==> src/rtl/fpu_bus_slave_pkg.sv <==
// Shared FPU definitions: operation codes, bus register map, bus-slave FSM
// states and the quiet-NaN pattern loaded on aborted commands.
package pa_fpu;

  typedef enum logic [1:0] {
    op_add = 2'd0,
    op_sub = 2'd1,
    op_mul = 2'd2,
    op_div = 2'd3
  } e_fpu_operations;

  typedef enum logic [1:0] {
    ST_IDLE,
    ST_START,
    ST_WAIT,
    ST_DONE
  } e_bus_state;

  localparam logic [3:0] ADDR_A0     = 4'h0;
  localparam logic [3:0] ADDR_A1     = 4'h1;
  localparam logic [3:0] ADDR_A2     = 4'h2;
  localparam logic [3:0] ADDR_A3     = 4'h3;
  localparam logic [3:0] ADDR_B0     = 4'h4;
  localparam logic [3:0] ADDR_B1     = 4'h5;
  localparam logic [3:0] ADDR_B2     = 4'h6;
  localparam logic [3:0] ADDR_B3     = 4'h7;
  localparam logic [3:0] ADDR_OP     = 4'h8;
  localparam logic [3:0] ADDR_R0     = 4'h9;
  localparam logic [3:0] ADDR_R1     = 4'hA;
  localparam logic [3:0] ADDR_R2     = 4'hB;
  localparam logic [3:0] ADDR_R3     = 4'hC;
  localparam logic [3:0] ADDR_STATUS = 4'hD;

  localparam logic [31:0] QNAN = 32'h7FC00000;

  localparam int STAT_BUSY    = 0;
  localparam int STAT_CMD_END = 1;
  localparam int STAT_ILLEGAL = 2;
  localparam int STAT_TIMEOUT = 3;

  // Only the four arithmetic codes launch the core; anything else is illegal.
  function automatic logic op_is_legal(input logic [7:0] code);
    return code < 8'd4;
  endfunction

endpackage

==> src/rtl/fpu_bus_slave_if.sv <==
// CPU-side bus of the FPU bus slave: byte data, address, active-low strobes
// and the command-end handshake.
interface fpu_bus_slave_if;
  logic [7:0] databus_in;
  logic [7:0] databus_out;
  logic [3:0] addr;
  logic       cs;
  logic       rd;
  logic       wr;
  logic       end_ack;
  logic       cmd_end;
  logic       busy;

  modport slave (
    input  databus_in, addr, cs, rd, wr, end_ack,
    output databus_out, cmd_end, busy
  );

  modport master (
    output databus_in, addr, cs, rd, wr, end_ack,
    input  databus_out, cmd_end, busy
  );
endinterface

==> src/rtl/fpu_bus_slave.sv <==
// Byte-wide register-file front end for the FPU core. Collects operands,
// launches the core on an op write, times out a silent core, and hands the
// result back through a cmd_end / end_ack handshake.
module fpu_bus_slave
  import pa_fpu::*;
#(
  parameter int TIMEOUT_CYCLES = 1024,
  parameter int TO_W           = 11
) (
  input  logic                  clk,
  input  logic                  arst_n,
  fpu_bus_slave_if.slave        bus,
  output logic                  core_start,
  output e_fpu_operations       core_op,
  output logic [31:0]           core_a,
  output logic [31:0]           core_b,
  input  logic                  core_done,
  input  logic [31:0]           core_result
);

  localparam logic [TO_W-1:0] TO_LAST = TO_W'(TIMEOUT_CYCLES - 1);

  e_bus_state      state_q, state_d;
  logic [31:0]     a_q, a_d;
  logic [31:0]     b_q, b_d;
  logic [31:0]     res_q, res_d;
  e_fpu_operations op_q, op_d;
  logic            ill_q, ill_d;
  logic            to_q, to_d;
  logic [TO_W-1:0] cnt_q, cnt_d;
  logic            wr_prev_q;

  logic            wr_commit;
  logic            busy_w;
  logic            end_w;
  logic [7:0]      status_w;
  logic [7:0]      rdata;

  // A write commits only on the first edge of a wr low pulse.
  assign wr_commit = !bus.cs && !bus.wr && wr_prev_q;
  assign busy_w    = (state_q == ST_START) || (state_q == ST_WAIT);
  assign end_w     = (state_q == ST_DONE);

  // Previous sample of wr; reset high so a fresh pulse is recognised.
  always_ff @(posedge clk or negedge arst_n) begin
    if (!arst_n) wr_prev_q <= 1'b1;
    else         wr_prev_q <= bus.wr;
  end

  // Register file, flags, timeout counter and FSM state.
  always_ff @(posedge clk or negedge arst_n) begin
    if (!arst_n) begin
      state_q <= ST_IDLE;
      a_q     <= '0;
      b_q     <= '0;
      res_q   <= '0;
      op_q    <= op_add;
      ill_q   <= 1'b0;
      to_q    <= 1'b0;
      cnt_q   <= '0;
    end else begin
      state_q <= state_d;
      a_q     <= a_d;
      b_q     <= b_d;
      res_q   <= res_d;
      op_q    <= op_d;
      ill_q   <= ill_d;
      to_q    <= to_d;
      cnt_q   <= cnt_d;
    end
  end

  // Next-state: operand writes, command launch, completion and timeout.
  always_comb begin
    state_d = state_q;
    a_d     = a_q;
    b_d     = b_q;
    res_d   = res_q;
    op_d    = op_q;
    ill_d   = ill_q;
    to_d    = to_q;
    cnt_d   = cnt_q;

    // Operands stay frozen while the core is working on them.
    if (wr_commit && !busy_w) begin
      if (bus.addr[3:2] == 2'b00)
        a_d[{bus.addr[1:0], 3'b000} +: 8] = bus.databus_in;
      else if (bus.addr[3:2] == 2'b01)
        b_d[{bus.addr[1:0], 3'b000} +: 8] = bus.databus_in;
    end

    case (state_q)
      ST_IDLE: begin
        if (wr_commit && (bus.addr == ADDR_OP)) begin
          if (op_is_legal(bus.databus_in)) begin
            op_d    = e_fpu_operations'(bus.databus_in[1:0]);
            ill_d   = 1'b0;
            to_d    = 1'b0;
            state_d = ST_START;
          end else begin
            ill_d   = 1'b1;
            to_d    = 1'b0;
            res_d   = QNAN;
            state_d = ST_DONE;
          end
        end
      end
      ST_START: begin
        cnt_d   = '0;
        state_d = ST_WAIT;
      end
      ST_WAIT: begin
        // A completion on the last allowed cycle still counts as success.
        if (core_done) begin
          res_d   = core_result;
          state_d = ST_DONE;
        end else if (cnt_q == TO_LAST) begin
          to_d    = 1'b1;
          res_d   = QNAN;
          state_d = ST_DONE;
        end else begin
          cnt_d = cnt_q + 1'b1;
        end
      end
      ST_DONE: begin
        if (bus.end_ack) state_d = ST_IDLE;
      end
      default: state_d = ST_IDLE;
    endcase
  end

  // Status byte assembled from the live FSM state and sticky flags.
  always_comb begin
    status_w               = 8'h00;
    status_w[STAT_BUSY]    = busy_w;
    status_w[STAT_CMD_END] = end_w;
    status_w[STAT_ILLEGAL] = ill_q;
    status_w[STAT_TIMEOUT] = to_q;
  end

  // Combinational read mux; the bus floats to zero unless selected and read.
  always_comb begin
    rdata = 8'h00;
    if (!bus.cs && !bus.rd) begin
      case (bus.addr)
        ADDR_A0:     rdata = a_q[7:0];
        ADDR_A1:     rdata = a_q[15:8];
        ADDR_A2:     rdata = a_q[23:16];
        ADDR_A3:     rdata = a_q[31:24];
        ADDR_B0:     rdata = b_q[7:0];
        ADDR_B1:     rdata = b_q[15:8];
        ADDR_B2:     rdata = b_q[23:16];
        ADDR_B3:     rdata = b_q[31:24];
        ADDR_OP:     rdata = {6'b000000, op_q};
        ADDR_R0:     rdata = res_q[7:0];
        ADDR_R1:     rdata = res_q[15:8];
        ADDR_R2:     rdata = res_q[23:16];
        ADDR_R3:     rdata = res_q[31:24];
        ADDR_STATUS: rdata = status_w;
        default:     rdata = 8'h00;
      endcase
    end
  end

  assign bus.databus_out = rdata;
  assign bus.cmd_end     = end_w;
  assign bus.busy        = busy_w;
  assign core_start      = (state_q == ST_START);
  assign core_op         = op_q;
  assign core_a          = a_q;
  assign core_b          = b_q;

endmodule
==> src/flat_wrapper.sv <==
// flat-port wrapper written by rule: the top's interface ports become plain ports
module fpu_bus_slave_flat import pa_fpu::*;
#(
  parameter int TIMEOUT_CYCLES = 1024,
  parameter int TO_W           = 11
)
  (clk, arst_n, core_start, core_op, core_a, core_b, core_done, core_result, bus_databus_in, bus_addr, bus_cs, bus_rd, bus_wr, bus_end_ack, bus_databus_out, bus_cmd_end, bus_busy);
  fpu_bus_slave_if bus_i ();
  input  logic clk;
  input  logic arst_n;
  output logic core_start;
  output e_fpu_operations core_op;
  output logic [31:0] core_a;
  output logic [31:0] core_b;
  input  logic core_done;
  input  logic [31:0] core_result;
  input wire logic [$bits(bus_i.databus_in)-1:0] bus_databus_in;
  input wire logic [$bits(bus_i.addr)-1:0] bus_addr;
  input wire logic [$bits(bus_i.cs)-1:0] bus_cs;
  input wire logic [$bits(bus_i.rd)-1:0] bus_rd;
  input wire logic [$bits(bus_i.wr)-1:0] bus_wr;
  input wire logic [$bits(bus_i.end_ack)-1:0] bus_end_ack;
  output wire logic [$bits(bus_i.databus_out)-1:0] bus_databus_out;
  output wire logic [$bits(bus_i.cmd_end)-1:0] bus_cmd_end;
  output wire logic [$bits(bus_i.busy)-1:0] bus_busy;
  assign bus_i.databus_in = bus_databus_in;
  assign bus_i.addr = bus_addr;
  assign bus_i.cs = bus_cs;
  assign bus_i.rd = bus_rd;
  assign bus_i.wr = bus_wr;
  assign bus_i.end_ack = bus_end_ack;
  assign bus_databus_out = bus_i.databus_out;
  assign bus_cmd_end = bus_i.cmd_end;
  assign bus_busy = bus_i.busy;
  fpu_bus_slave #(.TIMEOUT_CYCLES(TIMEOUT_CYCLES), .TO_W(TO_W)) u_core (.clk(clk), .arst_n(arst_n), .bus(bus_i), .core_start(core_start), .core_op(core_op), .core_a(core_a), .core_b(core_b), .core_done(core_done), .core_result(core_result));
endmodule
==> config.mk <==
export PLATFORM = sky130hd
export DESIGN_NAME = fpu_bus_slave_flat
export DESIGN_NICKNAME = d
export VERILOG_FILES = /design/src/rtl/fpu_bus_slave_pkg.sv /design/src/rtl/fpu_bus_slave_if.sv /design/src/rtl/fpu_bus_slave.sv /design/src/flat_wrapper.sv
export SDC_FILE = /design/constraint.sdc
export NUM_CORES = 1
export LEC_CHECK = 0
export BUFFER_PORTS_ARGS = -buffer_cell sky130_fd_sc_hd__buf_2
export CORE_UTILIZATION = 45
export CTS_CLUSTER_SIZE = 25
export DETAILED_ROUTE_END_ITERATION = 6
export GPL_TIMING_DRIVEN = 0
export PLACE_DENSITY_LB_ADDON = 0.1
export RECOVER_POWER = 25
export SLEW_MARGIN = 20
export SYNTH_ARGS = -nofsm -noshare
export SYNTH_HDL_FRONTEND = slang
export SYNTH_SLANG_ARGS = --single-unit
==> constraint.sdc <==
create_clock -name clk -period 3.4 [get_ports clk]
set_input_delay 0.17 -clock clk [delete_from_list [all_inputs] [get_ports clk]]
set_output_delay 0.17 -clock clk [all_outputs]
set_load 0.05 [all_outputs]
# After elaboration in Yosys (flattened, before gate mapping)
# Index checks and enable logic that the tools add are counted.
# totals
ff_bits	114
latchBits	0
ram_bits	0
rom_bits	0
input_bits	51
output_inout_bits	77
elab_cells	86
n_memories	0
# op_classes
n_addsub	2
n_mul	0
div	0
magnitude_cmp	1
n_eq_ne	25
n_shift	2
mux	23
bitwise_logic	1
n_reduce_logical	23
# ops
cell	n
$mux 32	4
$pmux 8 s14	1
$bwmux 32	2
$pmux 32 s2	1
$shift 8x7->32 const A	1
$shiftx 8x7->32	1
$eq 4x4->1 const B	6
$mux 11	2
$pmux 11 s2	1
$eq 4x3->1 const B	4
$reduce_and 3->1	4
$add 11x1->11 const B	1
$eq 11x10->1 const B	1
$mux 2	5
$ne 2x2->1 const B	5
$eq 4x2->1 const B	2
$lt 8x3->1 const B	1
$mux 8	1
$pmux 2 s4	1
$reduce_and 4->1	2
$neg 5->7	1
$logic_and 1x1->1	5
$eq 2x1->1 const B	2
$eq 2x2->1 const B	2
12 further kinds	21

# Depth between registers and ports, before layout
# logic_depth
ltp_word	6
mapped_depth	9
depth_no_buf	6

# Worst setup path before layout
# Ideal clock, no wire load.
# synth_timing
path_type	register to output
start	register u_core.state_q[0]
end	output bus_databus_out[0]
arrival_ns	2.277
required_ns	3.230
path_slack_ns	0.953
path_stages_with_launch	7
path_buffers	0
path_cell_list	dfrtp_1 -> inv_1 -> ha_1 -> mux2i_1 -> o221ai_1 -> nand2_1 -> a21oi_1
# synth_between
elab_chain_len	4
word_cells_on_any_way	5
cone_classes	eq/ne (2); mux (2); reduce/logical (1)
# synth_rtl
element	line_no	source
start: declaration	fpu_bus_slave.sv:23	e_bus_state state_q, state_d;
start signal: assignment	fpu_bus_slave.sv:62	state_q <= state_d;
$eq 2x1->1 / $eq 2x2->1 (equally long branches)	fpu_bus_slave.sv:41	assign busy_w = (state_q == ST_START) || (state_q == ST_WAIT);
$logic_or 1x1->1 *	fpu_bus_slave.sv:41	
named net bus_busy	flat_wrapper.sv:25	output wire logic [$bits(bus_i.busy)-1:0] bus_busy;
$pmux 8 s14 *	fpu_bus_slave.sv:145	case (bus.addr)
$mux 8 *	fpu_bus_slave.sv:144	if (!bus.cs && !bus.rd) begin
end: declaration	flat_wrapper.sv:23	output wire logic [$bits(bus_i.databus_out)-1:0] bus_databus_out;
# The timed path passes the listed nets; every way through them passes the cells marked *.

# Worst setup path in the final report
# layout_timing
start	input bus_addr[0]
end	output bus_databus_out[2]
# layout_between
elab_chain_len	3
word_cells_on_any_way	16
cone_classes	eq/ne (13); mux (2); reduce/logical (1)
# layout_rtl
element	line_no	source
start: declaration	flat_wrapper.sv:18	input wire logic [$bits(bus_i.addr)-1:0] bus_addr;
$eq 4x4->1, or another cell as far along	fpu_bus_slave.sv:145	
$pmux 8 s14 *	fpu_bus_slave.sv:145	
$mux 8 *	fpu_bus_slave.sv:144	
# Mark *: on every way between the ends. The rest lies on a longest branch, timed or not.

==> qor.yml <==
layout:
  fillCellCount: 1095
  multi_input_area_sq_mm: 0.00256
  layout-drive-gt1-share_pct: 22.8
  final_nets: 823
  finish.instance_area_sq_mm: 0.00730
  layout-area-overhead-vs-synth_pct: 28.9
  insertedDiodeCount: 0
  regArea_sq_mm: 0.00285
  final_cells: 941
clock_tree:
  post_cts_resized: 0
  htreeDepth: 4
  ctsRootBufferMaster: "clkbuf_16"
  numCtsBuffers: 17
  cts_buffer_depth: 2
  clkLatencyLatePin_ns: 0.42
  clock-sinks: 114
  clk_pin_slew_worst_paths_ns: 0.05
  tritoncts: "built"
drt:
  wl_per_cell_um: 20.4
  drt_iter0_markers: 668
  wl_um: 19200
  vias: 5725
  ant_nets: 0
  drc: 0
  via_per_inst: 6.08
  drt_pass1_iterations: 6
yosys:
  synth_edf_count: 0
  synth-xor-area-share_pct: 0
  synth_top_area_cell: "dfrtp_1"
  synth_mux_area_share_pct: 2.27
  synth_top_family_by_area: "compound AO/OA/AOI/OAI gates"
  synth.avg_cell_area_sq_um: 9.59
  synthTopCellsByArea: "dfrtp_1, nand2_1, o21ai_0"
  syn_area_sq_mm: 0.00567
  synth_top_area_share_pct: 49.9
  synth_compound_area_share_pct: 24.2
  synthSimpleGateAreaFrac_pct: 16.3
  ys_warn_count: 0
  synth-seq-cells: 114
  synthDistinctLibCells: 57
  async_flop_share_pct: 100
  synth_adder_area_share_pct: 2.43
  ys_seq_area_share_pct: 50.4
  synth_flop_cell: "dfrtp_1"
  syn_inst: 591
  syn_nets: 653
critical_path:
  critPathMaxStageDelay_ns: 0.51
  slowest_stage: "clkbuf_1"
  end_kind: "output port"
  path_depth: 10
  rr_endpoint: "u_core.core_b[25]$_DFFE_PN0P_"
  critPathArrivalTime_ns: 2.72
  path_max_fanout: 10
  critPathTopFamily: "buffers and inverters"
  r2r_setup_slack_ns: 0.70
  cp-startpoint: "bus_addr[0]"
  ff2ff_path_depth: 7
  required_ns: 3.23
  path_buf_inv: 5
  crit_path_end: "bus_databus_out[2]"
  crit_path_start_kind: "primary input"
  crit_type: "in -> out"
  r2r-start: "u_core.state_q[0]$_DFFE_PN0P_"
  path_cells: "buf_2, inv_1, ha_1, clkbuf_1, clkbuf_1, nand2_1, nor3_1, a31oi_1, a41oi_1, buf_2"
global_routing:
  antenna_found_initial: 0
  grt-ovfl-total: 0
  grt_pass1_wl_um: 29700
  first_global_vias: 5292
  grt_start_max_net_pins: 71
  grt_usage_pct: 30.7
sta:
  clock-skew-final_ns: 0.00854
  hold_viol_final: 0
  setup-tns-final_ns: 0
  fin_ws_ns: 0.506
  slew_headroom_pct: -69.6
  setup_viol_count_final: 0
  period_minus_slack_ns: 2.89
  rsz0062_at_grt: "no"
  period_share_pct: 85.1
  fmax_mhz: 346
  worstMarginPinSlew_ns: 2.54
  whs_ns: 0.0148
  drv_slew: 45
worst_hold_path:
  hold_class: "in -> reg"
  whs_path_depth: 2
floorplanning:
  core_area_sq_mm: 0.0122
  row_count: 40
  die_x_um: 114
  io_pins: 128
  start_util_pct: 46.6
  die_h_um: 114
  die_area_sq_mm: 0.0130
run_status:
  outcome: "complete, but fails checks"
  violations: "max-capacitance violations, max-slew violations"
pwr:
  peakVddDrop_v: 0.000523
  power_leakage_nw: 3.34
  pwr_density_cell_mw_per_mm2: 691
place:
  placed_area_sq_mm: 0.00654
  post-place-ws_ns: 0.586
  place_congestion: 0.961
  dp_hpwl_um: 13800
  dp_cells: 885
  numPortBuffers: 125
run:
  cap_violations: 1
## flip-flops by register name, indices dropped and copies added, names as in the netlist
| signal | cells |
|---|---|
| u_core.state_q | 2 |
| u_core.core_b | 32 |
| u_core.core_a | 32 |
| u_core.ill_q | 1 |
| u_core.res_q | 32 |
| u_core.cnt_q | 11 |
| u_core.to_q | 1 |
| u_core.core_op | 2 |
| u_core.wr_prev_q | 1 |
## through the flow
step | power [W] | utilization, %
after floorplan | 0.00296 | -
after global placement | 0.00339 | 53.5
after global routing | 0.00529 | 60.0
after CTS | 0.00505 | 60.0
after detailed placement | 0.00344 | 53.7
final | 0.00505 | 60.0
## cell usage after synthesis (3+ instances only)
cell and n:
nand3_1 36, a21oi_1 16, a222oi_1 11, mux2i_1 5
ha_1 11, and3_1 5, o211ai_1 3, nand2_1 113
a31oi_1 7, o22ai_1 3, clkbuf_1 30, dfrtp_1 113
nand4_1 4, o21ai_0 70, nor2_1 16, a22oi_1 15
inv_1 21, o32a_1 10, buf_2 4, a31o_2 3
nor3_1 5, and4_1 4, a32o_1 25, a22o_1 4
buf_1 4, nor2b_1 4, a211oi_1 4, mux2_2 7
## worst min-delay path by stage
stage	endpoint	slack, ns	startpoint
3_5_place_dp	u_core.core_a[14]$_DFFE_PN0P_	0.12	arst_n
4_1_cts	u_core.res_q[0]$_DFFE_PN0P_	0.0003	core_result[0]
5_1_grt	u_core.res_q[9]$_DFFE_PN0P_	0.002	core_result[9]
2_1_floorplan	u_core.cnt_q[0]$_DFFE_PN0P_	-0.13	arst_n
6_report	u_core.res_q[1]$_DFFE_PN0P_	0.01	core_result[1]
3_3_place_gp	u_core.wr_prev_q$_DFF_PN1_	0.32	bus_wr
## routing by layer
metal / up-vias / GRT usage [%] / part of all wire [%]
met4: 0 / 12.6 / 2.9
met2: 310 / 46.9 / 46
met1: 2830 / 42.9 / 43
met3: 32 / 6.19 / 8.2
li1: 2553 / - / -
met5: - / 0 / 0
## kinds of logic (layout without fill, tap and decap cells)
group           Yosys count  in the layout
buf+inv                  62            244
flops                   114            114
mux                      12             12
compound gates          192            192
fa+ha+maj                11             11
simple gates            200            200
## final cells by class
class | count | share of cell area, %
buffer | 41 | 2.38
clock inverter | 6 | 0.411
clock buffer | 25 | 6.79
timing repair buffer | 151 | 12.3
multi-input combinational | 415 | 35.0
tap | 168 | 2.88
inverter | 21 | 1.08
sequential | 114 | 39.1
## report_power, final
group	switching, W	internal, W
clock network	0.000594	0.000993
registers	0.000223	0.00161
logic	0.00107	0.000551
total	0.00189	0.00316
## repair_timing
| item | in CTS | in global routing |
|---|---|---|
| hold endpoints to repair | 67 | 1 |
| endpoints found under the setup margin | 0 | 0 |
| hold buffers | 24 | 1 |
| setup buffers | 0 | 0 |
## placed cells by master, fill, tap and decap left out, drive strengths merged, types with 3 or more instances in the layout
cell type | Yosys | layout
a31o | 3 | 3
a22o | 4 | 4
nor2b | 4 | 4
nor2 | 16 | 16
nand3 | 36 | 36
clkbuf | 30 | 57
o211ai | 3 | 3
ha | 11 | 11
nand2 | 113 | 113
o32a | 10 | 10
o22ai | 3 | 3
a31oi | 7 | 7
a222oi | 11 | 11
nand4 | 4 | 4
dlygate4sd3 | 0 | 25
inv | 21 | 21
buf | 11 | 135
and4 | 4 | 4
a32o | 25 | 25
o21ai | 71 | 71
a22oi | 15 | 15
mux2 | 7 | 7
a211oi | 4 | 4
clkinv | 0 | 6
mux2i | 5 | 5
nor3 | 5 | 5
a21oi | 16 | 16
and3 | 5 | 5
dfrtp | 113 | 113
Power figures use the tool's default switching activity.
